<file path="src/rtl/regbank_write_arbiter_pkg.sv">
// -----------------------------------------------------------------------------
// regbank_pkg
// Shared types and constants for the register-bank write arbiter slice.
//   SIZE_REG  : width of one register
//   ADDR_REG  : register address width
//   NUM_REGS  : number of registers in the bank (2^ADDR_REG)
//   wr_req_t  : one buffered write {addr, data}
//   req_id_t  : requester identity (ALU writeback / load-immediate unit)
// -----------------------------------------------------------------------------
package regbank_pkg;

  localparam int SIZE_REG = 16;
  localparam int ADDR_REG = 2;
  localparam int NUM_REGS = 1 << ADDR_REG;

  typedef struct packed {
    logic [ADDR_REG-1:0] addr;
    logic [SIZE_REG-1:0] data;
  } wr_req_t;

  typedef enum logic {
    REQ_ALU  = 1'b0,
    REQ_LOAD = 1'b1
  } req_id_t;

endpackage

</file>
<file path="src/rtl/regbank_write_arbiter_if.sv">
// -----------------------------------------------------------------------------
// regbank_write_arbiter_if
// Bundles the two writeback request channels, the bank write port and the
// status outputs of the write arbiter.
//   master : requesters / bank side (drives valids, addresses, data, wb_stall)
//   slave  : the arbiter (drives readies, bank write port, mask, status)
// -----------------------------------------------------------------------------
interface regbank_write_arbiter_if
  import regbank_pkg::*;
#(
  parameter int size_reg = SIZE_REG,
  parameter int addr_reg = ADDR_REG
);

  logic                     wr_valid_0;
  logic                     wr_valid_1;
  logic [addr_reg-1:0]      wr_addr_0;
  logic [addr_reg-1:0]      wr_addr_1;
  logic [size_reg-1:0]      wr_data_0;
  logic [size_reg-1:0]      wr_data_1;
  logic                     wr_ready_0;
  logic                     wr_ready_1;
  logic                     wb_stall;
  logic                     write_reg;
  logic [addr_reg-1:0]      addr_R;
  logic [size_reg-1:0]      write_data;
  logic [(1<<addr_reg)-1:0] pending_mask;
  logic                     fifo_empty;
  logic                     fifo_full;

  modport master (
    output wr_valid_0, wr_valid_1, wr_addr_0, wr_addr_1,
           wr_data_0, wr_data_1, wb_stall,
    input  wr_ready_0, wr_ready_1, write_reg, addr_R, write_data,
           pending_mask, fifo_empty, fifo_full
  );

  modport slave (
    input  wr_valid_0, wr_valid_1, wr_addr_0, wr_addr_1,
           wr_data_0, wr_data_1, wb_stall,
    output wr_ready_0, wr_ready_1, write_reg, addr_R, write_data,
           pending_mask, fifo_empty, fifo_full
  );

endinterface

</file>
<file path="src/rtl/regbank_wr_fifo.sv">
// -----------------------------------------------------------------------------
// regbank_wr_fifo
// Write buffer of wr_req_t entries between the arbiter and the bank port.
// Ports:
//   clock, reset            : clock, asynchronous active-low reset (flushes
//                             pointers, count and storage)
//   push, push_req          : enqueue one request (ignored when full)
//   pop                     : dequeue the head (ignored when empty)
//   head                    : entry at the read pointer
//   full, empty             : occupancy status
//   entry_vld, entry_addr   : per-slot valid flag and destination address,
//                             used to build the pending-register mask
// FIFO_DEPTH must be a power of two so the pointers wrap naturally.
// -----------------------------------------------------------------------------
module regbank_wr_fifo
  import regbank_pkg::*;
#(
  parameter int FIFO_DEPTH = 2
) (
  input  logic                                 clock,
  input  logic                                 reset,
  input  logic                                 push,
  input  wr_req_t                              push_req,
  input  logic                                 pop,
  output wr_req_t                              head,
  output logic                                 full,
  output logic                                 empty,
  output logic [FIFO_DEPTH-1:0]                entry_vld,
  output logic [FIFO_DEPTH-1:0][ADDR_REG-1:0]  entry_addr
);

  localparam int PTR_W = $clog2(FIFO_DEPTH);
  localparam logic [PTR_W:0] DEPTH_CNT = (PTR_W+1)'(FIFO_DEPTH);

  wr_req_t               mem [FIFO_DEPTH];
  logic [FIFO_DEPTH-1:0] vld;
  logic [PTR_W-1:0]      wr_ptr;
  logic [PTR_W-1:0]      rd_ptr;
  logic [PTR_W:0]        count;
  logic                  do_push;
  logic                  do_pop;

  assign full    = (count == DEPTH_CNT);
  assign empty   = (count == '0);
  assign do_push = push && !full;
  assign do_pop  = pop && !empty;
  assign head    = mem[rd_ptr];

  // Push and pop never address the same slot in one cycle: that would need
  // wr_ptr == rd_ptr, i.e. empty (no pop) or full (no push).
  always_ff @(posedge clock or negedge reset) begin
    if (!reset) begin
      wr_ptr <= '0;
      rd_ptr <= '0;
      count  <= '0;
      for (int i = 0; i < FIFO_DEPTH; i++) begin
        mem[i] <= '0;
        vld[i] <= 1'b0;
      end
    end else begin
      if (do_push) begin
        mem[wr_ptr] <= push_req;
        vld[wr_ptr] <= 1'b1;
        wr_ptr      <= wr_ptr + 1'b1;
      end
      if (do_pop) begin
        vld[rd_ptr] <= 1'b0;
        rd_ptr      <= rd_ptr + 1'b1;
      end
      case ({do_push, do_pop})
        2'b10:   count <= count + 1'b1;
        2'b01:   count <= count - 1'b1;
        default: count <= count;
      endcase
    end
  end

  always_comb begin
    entry_vld = vld;
    for (int i = 0; i < FIFO_DEPTH; i++) begin
      entry_addr[i] = mem[i].addr;
    end
  end

endmodule

</file>
<file path="src/rtl/regbank_write_arbiter.sv">
// -----------------------------------------------------------------------------
// regbank_write_arbiter
// Shares the register bank's single write port between the ALU writeback
// (requester 0) and the load/immediate unit (requester 1). Accepted writes
// are buffered in regbank_wr_fifo and drained one per cycle unless wb_stall.
// Ports:
//   clock  : rising-edge clock
//   reset  : asynchronous active-low reset
//   bus    : regbank_write_arbiter_if.slave -- request channels, readies,
//            bank write port (write_reg/addr_R/write_data), pending_mask,
//            fifo_empty/fifo_full
// Configuration macro: REGBANK_ARB_FIXED_PRIO_EN
//   defined   -> requester 0 always wins ties (requester 1 may starve)
//   undefined -> round-robin on ties, tracked by last_grant
// -----------------------------------------------------------------------------
module regbank_write_arbiter
  import regbank_pkg::*;
#(
  parameter int size_reg   = SIZE_REG,
  parameter int addr_reg   = ADDR_REG,
  parameter int FIFO_DEPTH = 2
) (
  input  logic                  clock,
  input  logic                  reset,
  regbank_write_arbiter_if.slave bus
);

  localparam int NREG = 1 << addr_reg;

  req_id_t                              grant;
  logic                                 accept;
  wr_req_t                              push_req;
  wr_req_t                              head;
  logic                                 full;
  logic                                 empty;
  logic                                 pop;
  logic [FIFO_DEPTH-1:0]                entry_vld;
  logic [FIFO_DEPTH-1:0][ADDR_REG-1:0]  entry_addr;
  logic [addr_reg-1:0]                  head_addr;
  logic [size_reg-1:0]                  head_data;
  logic [NREG-1:0]                      mask;

`ifdef REGBANK_ARB_FIXED_PRIO_EN
  always_comb begin
    grant = (bus.wr_valid_1 && !bus.wr_valid_0) ? REQ_LOAD : REQ_ALU;
  end
`else
  req_id_t last_grant;

  // With neither or both valid, prefer whoever was not accepted last; this
  // also decides which ready is shown while idle.
  always_comb begin
    if (bus.wr_valid_0 && !bus.wr_valid_1)
      grant = REQ_ALU;
    else if (bus.wr_valid_1 && !bus.wr_valid_0)
      grant = REQ_LOAD;
    else
      grant = (last_grant == REQ_ALU) ? REQ_LOAD : REQ_ALU;
  end

  always_ff @(posedge clock or negedge reset) begin
    if (!reset)
      last_grant <= REQ_LOAD;
    else if (accept)
      last_grant <= grant;
  end
`endif

  // Ready looks only at full, never at the pop, so a full FIFO blocks
  // acceptance even in the cycle it drains.
  assign bus.wr_ready_0 = reset && !full && (grant == REQ_ALU);
  assign bus.wr_ready_1 = reset && !full && (grant == REQ_LOAD);
  assign accept = (bus.wr_valid_0 && bus.wr_ready_0) ||
                  (bus.wr_valid_1 && bus.wr_ready_1);

  always_comb begin
    if (grant == REQ_ALU) begin
      push_req.addr = bus.wr_addr_0;
      push_req.data = bus.wr_data_0;
    end else begin
      push_req.addr = bus.wr_addr_1;
      push_req.data = bus.wr_data_1;
    end
  end

  regbank_wr_fifo #(
    .FIFO_DEPTH (FIFO_DEPTH)
  ) u_fifo (
    .clock      (clock),
    .reset      (reset),
    .push       (accept),
    .push_req   (push_req),
    .pop        (pop),
    .head       (head),
    .full       (full),
    .empty      (empty),
    .entry_vld  (entry_vld),
    .entry_addr (entry_addr)
  );

  assign pop           = !empty && !bus.wb_stall;
  assign head_addr     = empty ? '0 : head.addr;
  assign head_data     = empty ? '0 : head.data;
  assign bus.write_reg  = pop;
  assign bus.addr_R     = head_addr;
  assign bus.write_data = head_data;
  assign bus.fifo_empty = empty;
  assign bus.fifo_full  = full;

  always_comb begin
    mask = '0;
    for (int i = 0; i < FIFO_DEPTH; i++) begin
      if (entry_vld[i])
        mask[entry_addr[i]] = 1'b1;
    end
  end

  assign bus.pending_mask = mask;

endmodule

</file>
<file path="src/flat_wrapper.sv">
// flat-port wrapper written by rule: the top's interface ports become plain ports
module regbank_write_arbiter_flat import regbank_pkg::*;
#(
  parameter int size_reg   = SIZE_REG,
  parameter int addr_reg   = ADDR_REG,
  parameter int FIFO_DEPTH = 2
)
  (clock, reset, bus_wr_valid_0, bus_wr_valid_1, bus_wr_addr_0, bus_wr_addr_1, bus_wr_data_0, bus_wr_data_1, bus_wb_stall, bus_wr_ready_0, bus_wr_ready_1, bus_write_reg, bus_addr_R, bus_write_data, bus_pending_mask, bus_fifo_empty, bus_fifo_full);
  regbank_write_arbiter_if #(.size_reg(size_reg), .addr_reg(addr_reg)) bus_i ();
  input  logic clock;
  input  logic reset;
  input wire logic [$bits(bus_i.wr_valid_0)-1:0] bus_wr_valid_0;
  input wire logic [$bits(bus_i.wr_valid_1)-1:0] bus_wr_valid_1;
  input wire logic [$bits(bus_i.wr_addr_0)-1:0] bus_wr_addr_0;
  input wire logic [$bits(bus_i.wr_addr_1)-1:0] bus_wr_addr_1;
  input wire logic [$bits(bus_i.wr_data_0)-1:0] bus_wr_data_0;
  input wire logic [$bits(bus_i.wr_data_1)-1:0] bus_wr_data_1;
  input wire logic [$bits(bus_i.wb_stall)-1:0] bus_wb_stall;
  output wire logic [$bits(bus_i.wr_ready_0)-1:0] bus_wr_ready_0;
  output wire logic [$bits(bus_i.wr_ready_1)-1:0] bus_wr_ready_1;
  output wire logic [$bits(bus_i.write_reg)-1:0] bus_write_reg;
  output wire logic [$bits(bus_i.addr_R)-1:0] bus_addr_R;
  output wire logic [$bits(bus_i.write_data)-1:0] bus_write_data;
  output wire logic [$bits(bus_i.pending_mask)-1:0] bus_pending_mask;
  output wire logic [$bits(bus_i.fifo_empty)-1:0] bus_fifo_empty;
  output wire logic [$bits(bus_i.fifo_full)-1:0] bus_fifo_full;
  assign bus_i.wr_valid_0 = bus_wr_valid_0;
  assign bus_i.wr_valid_1 = bus_wr_valid_1;
  assign bus_i.wr_addr_0 = bus_wr_addr_0;
  assign bus_i.wr_addr_1 = bus_wr_addr_1;
  assign bus_i.wr_data_0 = bus_wr_data_0;
  assign bus_i.wr_data_1 = bus_wr_data_1;
  assign bus_i.wb_stall = bus_wb_stall;
  assign bus_wr_ready_0 = bus_i.wr_ready_0;
  assign bus_wr_ready_1 = bus_i.wr_ready_1;
  assign bus_write_reg = bus_i.write_reg;
  assign bus_addr_R = bus_i.addr_R;
  assign bus_write_data = bus_i.write_data;
  assign bus_pending_mask = bus_i.pending_mask;
  assign bus_fifo_empty = bus_i.fifo_empty;
  assign bus_fifo_full = bus_i.fifo_full;
  regbank_write_arbiter #(.size_reg(size_reg), .addr_reg(addr_reg), .FIFO_DEPTH(FIFO_DEPTH)) u_core (.clock(clock), .reset(reset), .bus(bus_i));
endmodule
</file>
<file path="config.mk">
export PLATFORM = sky130hd
export DESIGN_NAME = regbank_write_arbiter_flat
export DESIGN_NICKNAME = d
export VERILOG_FILES = /design/src/rtl/regbank_write_arbiter_pkg.sv /design/src/rtl/regbank_write_arbiter_if.sv /design/src/rtl/regbank_wr_fifo.sv /design/src/rtl/regbank_write_arbiter.sv /design/src/flat_wrapper.sv
export SDC_FILE = /design/constraint.sdc
export NUM_CORES = 1
export LEC_CHECK = 0
export CAP_MARGIN = 20
export CORE_MARGIN = 4
export CORE_UTILIZATION = 45
export DETAILED_ROUTE_END_ITERATION = 10
export PLACE_DENSITY_LB_ADDON = 0.25
export SETUP_SLACK_MARGIN = 0.05
export SLEW_MARGIN = 0
export SYNTH_ARGS = -nofsm -noshare
export SYNTH_HDL_FRONTEND = slang
export SYNTH_SLANG_ARGS = --single-unit
</file>
<file path="constraint.sdc">
create_clock -name clock -period 2.5 [get_ports clock]
set_clock_uncertainty 0.05 [all_clocks]
set_input_delay 0.5 -clock clock [delete_from_list [all_inputs] [get_ports clock]]
set_output_delay 0.5 -clock clock [all_outputs]
set_load 0.02 [all_outputs]
</file>
==> qor.csv <==
metric;value;unit
outcome;finished clean;
filler_cell_count;521;
reg2reg_to;u_core.u_fifo.count[1];
core-area;5608;um^2
dr_total_vias;2462;
dieArea;7166;um^2
die_x;84.65;um
post-route-period-util;92.64;%
cp_slowest_cell;clkdlybuf4s50_1;
hold_viol;0;
portBuffers;67;
dr.pass1.iters;5;
worst_setup_path_start_kind;flip-flop;
reg2reg_from;u_core.u_fifo.count[0];
design_area;3411;um^2
layout_commonest_cell;a31oi_1;
hpwl;4830;um
min_path_type;in -> async;
grt_max_degree;48;
p_seq_share;28.0;%
synth_top_family_by_area;compound AO/OA/AOI/OAI gates;
pwr-share-comb;62.7;%
grt_overflow;0;
synth_fa_ha_area_share;0.4733;%
pin_count;68;
dpl_cell_area;3337;um^2
synth_mux_area_share;6.815;%
maxSlewViolCount;0;
num_rows;27;
clock_latency;0.29;ns
holdWs;0.2414;ns
period_minus_slack;2.316;ns
cts.sink_count;43;
vias_per_cell;6.034;
rsz0062_at_grt;false;
path_max_fanout;12;
ys_warn_count;0;
post_cts_buffers;0;
cts_buffers;5;
drt_iter0_drc;192;
cp_cell_sequence;buf_4 -> mux2i_1 -> nor2_1 -> clkdlybuf4s50_1;
cts_tree;done;
synthSimpleGateAreaFrac;12.26;%
die_y;84.65;um
critPathRequiredTime;1.95;ns
cts_buffer_depth;2;
critPathMaxStageDelay;0.63;ns
antenna_found_initial;0;
rrSetupSlack;0.44;ns
ant_nets;0;
routed_wl;7032;um
grt_pass1_wl;11320;um
p_sw;1978;uW
relSlewSlack;59.13;%
setup_viol;0;
power.internal;2560;uW
cellPowerDensity;1330;nW/um^2
syn_area_per_cell;9.510;um^2
clkPwrFrac;9.2;%
layout.nets;377;
grt_pass1_vias;2347;
irDropWorstVdd;746.4;uV
synth_cell_types;29;
syn_inst;278;
gp_congestion;0.7926;
clk_pin_slew;0.08;ns
synth_seq_area_share;40.75;%
clock-root-buffer;clkbuf_8;
power.leakage;0.001389;uW
areaGrowthSynthToFinish;29.01;%
clock.fmax;431.8;MHz
wl_per_cell;17.24;um
ys_ff_latch;43;
crit_arrival;1.77;ns
rr_worst_depth;6;
insertedDiodeCount;0;
criticalPathCategory;reg -> out;
netlist_area;2644;um^2
drc_errors;0;
critical_path.endpoint_type;primary output;
drive_above_1_share;8.929;%
synth-xor-area-share;1.656;%
final_cell_mix;a31oi_1, clkdlybuf4s50_1, dfrtp_1, nor2_1, o211ai_1;
synth_compound_area_share;30.00;%
syn_nets;320;
worst_slew_pin_slew;0.6130;ns
start_util;47.14;%
swShare;43.58;%
max_cap_viol_count;0;
gr-usage-all-layers;19.63;%
h-tree-depth;2;
repair_timing:
action / CTS / global route
setup endpoints to repair: 2 / 1
hold buffers: 0 / 0
resized for setup: 2 / 2
final cells by class:
class / count / area (um^2) / share of cell area, %
clock buffer: 8 / 80.08 / 2.348
tap: 72 / 90.09 / 2.641
sequential: 43 / 1077 / 31.58
inverter: 4 / 15.01 / 0.4402
multi-input combinational: 196 / 1354 / 39.69
timing repair buffer: 85 / 794.5 / 23.29
registers in the layout (all words and copies together) (netlist names):
register and cells:
u_core.u_fifo.entry_vld 2, u_core.u_fifo.mem 32, u_core.u_fifo.count 2, u_core.u_fifo.wr_ptr 1, u_core.u_fifo.rd_ptr 1, u_core.u_fifo.entry_addr 4, u_core.last_grant 1
metrics by stage:
stage | power, uW | std cells | setup WS (ns) | utilization, % | TNS, ns
6_report | 4537 | 408 | 0.1839 | 60.82 | 0
2_1_floorplan | 3101 | 278 | 0.5341 | - | 0
3_3_place_gp | 4083 | 400 | -0.1276 | 59.50 | -0.1276
4_1_cts | 4556 | 408 | 0.08999 | 60.89 | 0
5_1_grt | 4843 | 408 | 0.09402 | 60.82 | 0
3_5_place_dp | 4146 | 400 | -0.1801 | 59.50 | -0.1801
synth_stat cells:
cell	count	area, um^2
a2bb2oi_1	1	8.760
a31oi_1	88	550.5
a31oi_2	2	25.02
and3_4	2	22.52
and3b_1	18	157.7
buf_2	11	55.05
buf_6	7	78.83
clkbuf_1	17	63.81
clkinv_1	1	3.750
dfrtp_1	42	1051
dfstp_2	1	26.28
ha_1	1	12.51
inv_1	3	11.26
mux2i_1	18	180.2
nand2_1	3	11.26
nand2b_1	4	25.02
nand3_1	1	5.000
nor2_1	22	82.58
nor2b_1	2	12.51
o211ai_1	19	142.6
o21a_1	1	7.510
o21ai_0	1	5.000
o21ba_1	1	10.01
o22ai_1	4	25.02
o2bb2ai_1	1	8.760
o32a_1	1	10.01
or2b_1	1	7.510
xnor2_1	3	26.28
xor2_1	2	17.52
worst max-delay path: cells and delay by family, from the launching register on:
family	cells	cell delay, ns
muxes	1	0.15
DFF	1	0.39
and+or+nand+nor	1	0.10
buffers and inverters	2	0.84
layer usage:
metal  part of all wire [%]  routed length [um]  GRT usage [%]  vias to the layer above
met2                     48                3371          32.31                       92
met5                      0                   0              0                        -
met3                    6.1                 428          3.140                        4
met1                     45                3185          26.38                     1169
li1                       -                   -              -                     1197
met4                   0.67                  47          6.331                        0
how the worst max path moves through the flow:
stage               slack (ns)            endpoint                    from  depth (start not counted)
floorplan                 0.53      bus_wr_ready_0       u_core.last_grant                          5
global placement         -0.13      bus_wr_ready_1          bus_wr_valid_1                          5
detailed placement       -0.18      bus_wr_ready_1          bus_wr_valid_1                          5
CTS                       0.09      bus_wr_ready_1          bus_wr_valid_1                          5
global route              0.09      bus_fifo_empty  u_core.u_fifo.count[0]                          3
finish                    0.18  bus_write_data[13]    u_core.u_fifo.rd_ptr                          4
kinds of logic after synthesis:
logic type,Yosys count
AOI/OAI and AO/OA,119
xor gates and xnor gates,5
adders and majority gates,1
buffers and inverters,39
DFF,43
muxes,18
and+or+nand+nor,53
power by group through the flow:
stage | registers [uW] | clock network, uW | logic [uW]
2_1_floorplan | 1230 | 0 | 1870
3_3_place_gp | 1260 | 0 | 2820
3_5_place_dp | 1280 | 0 | 2860
4_1_cts | 1270 | 425 | 2860
5_1_grt | 1310 | 457 | 3080
6_report | 1270 | 419 | 2850
Power figures use the tool's default switching activity.
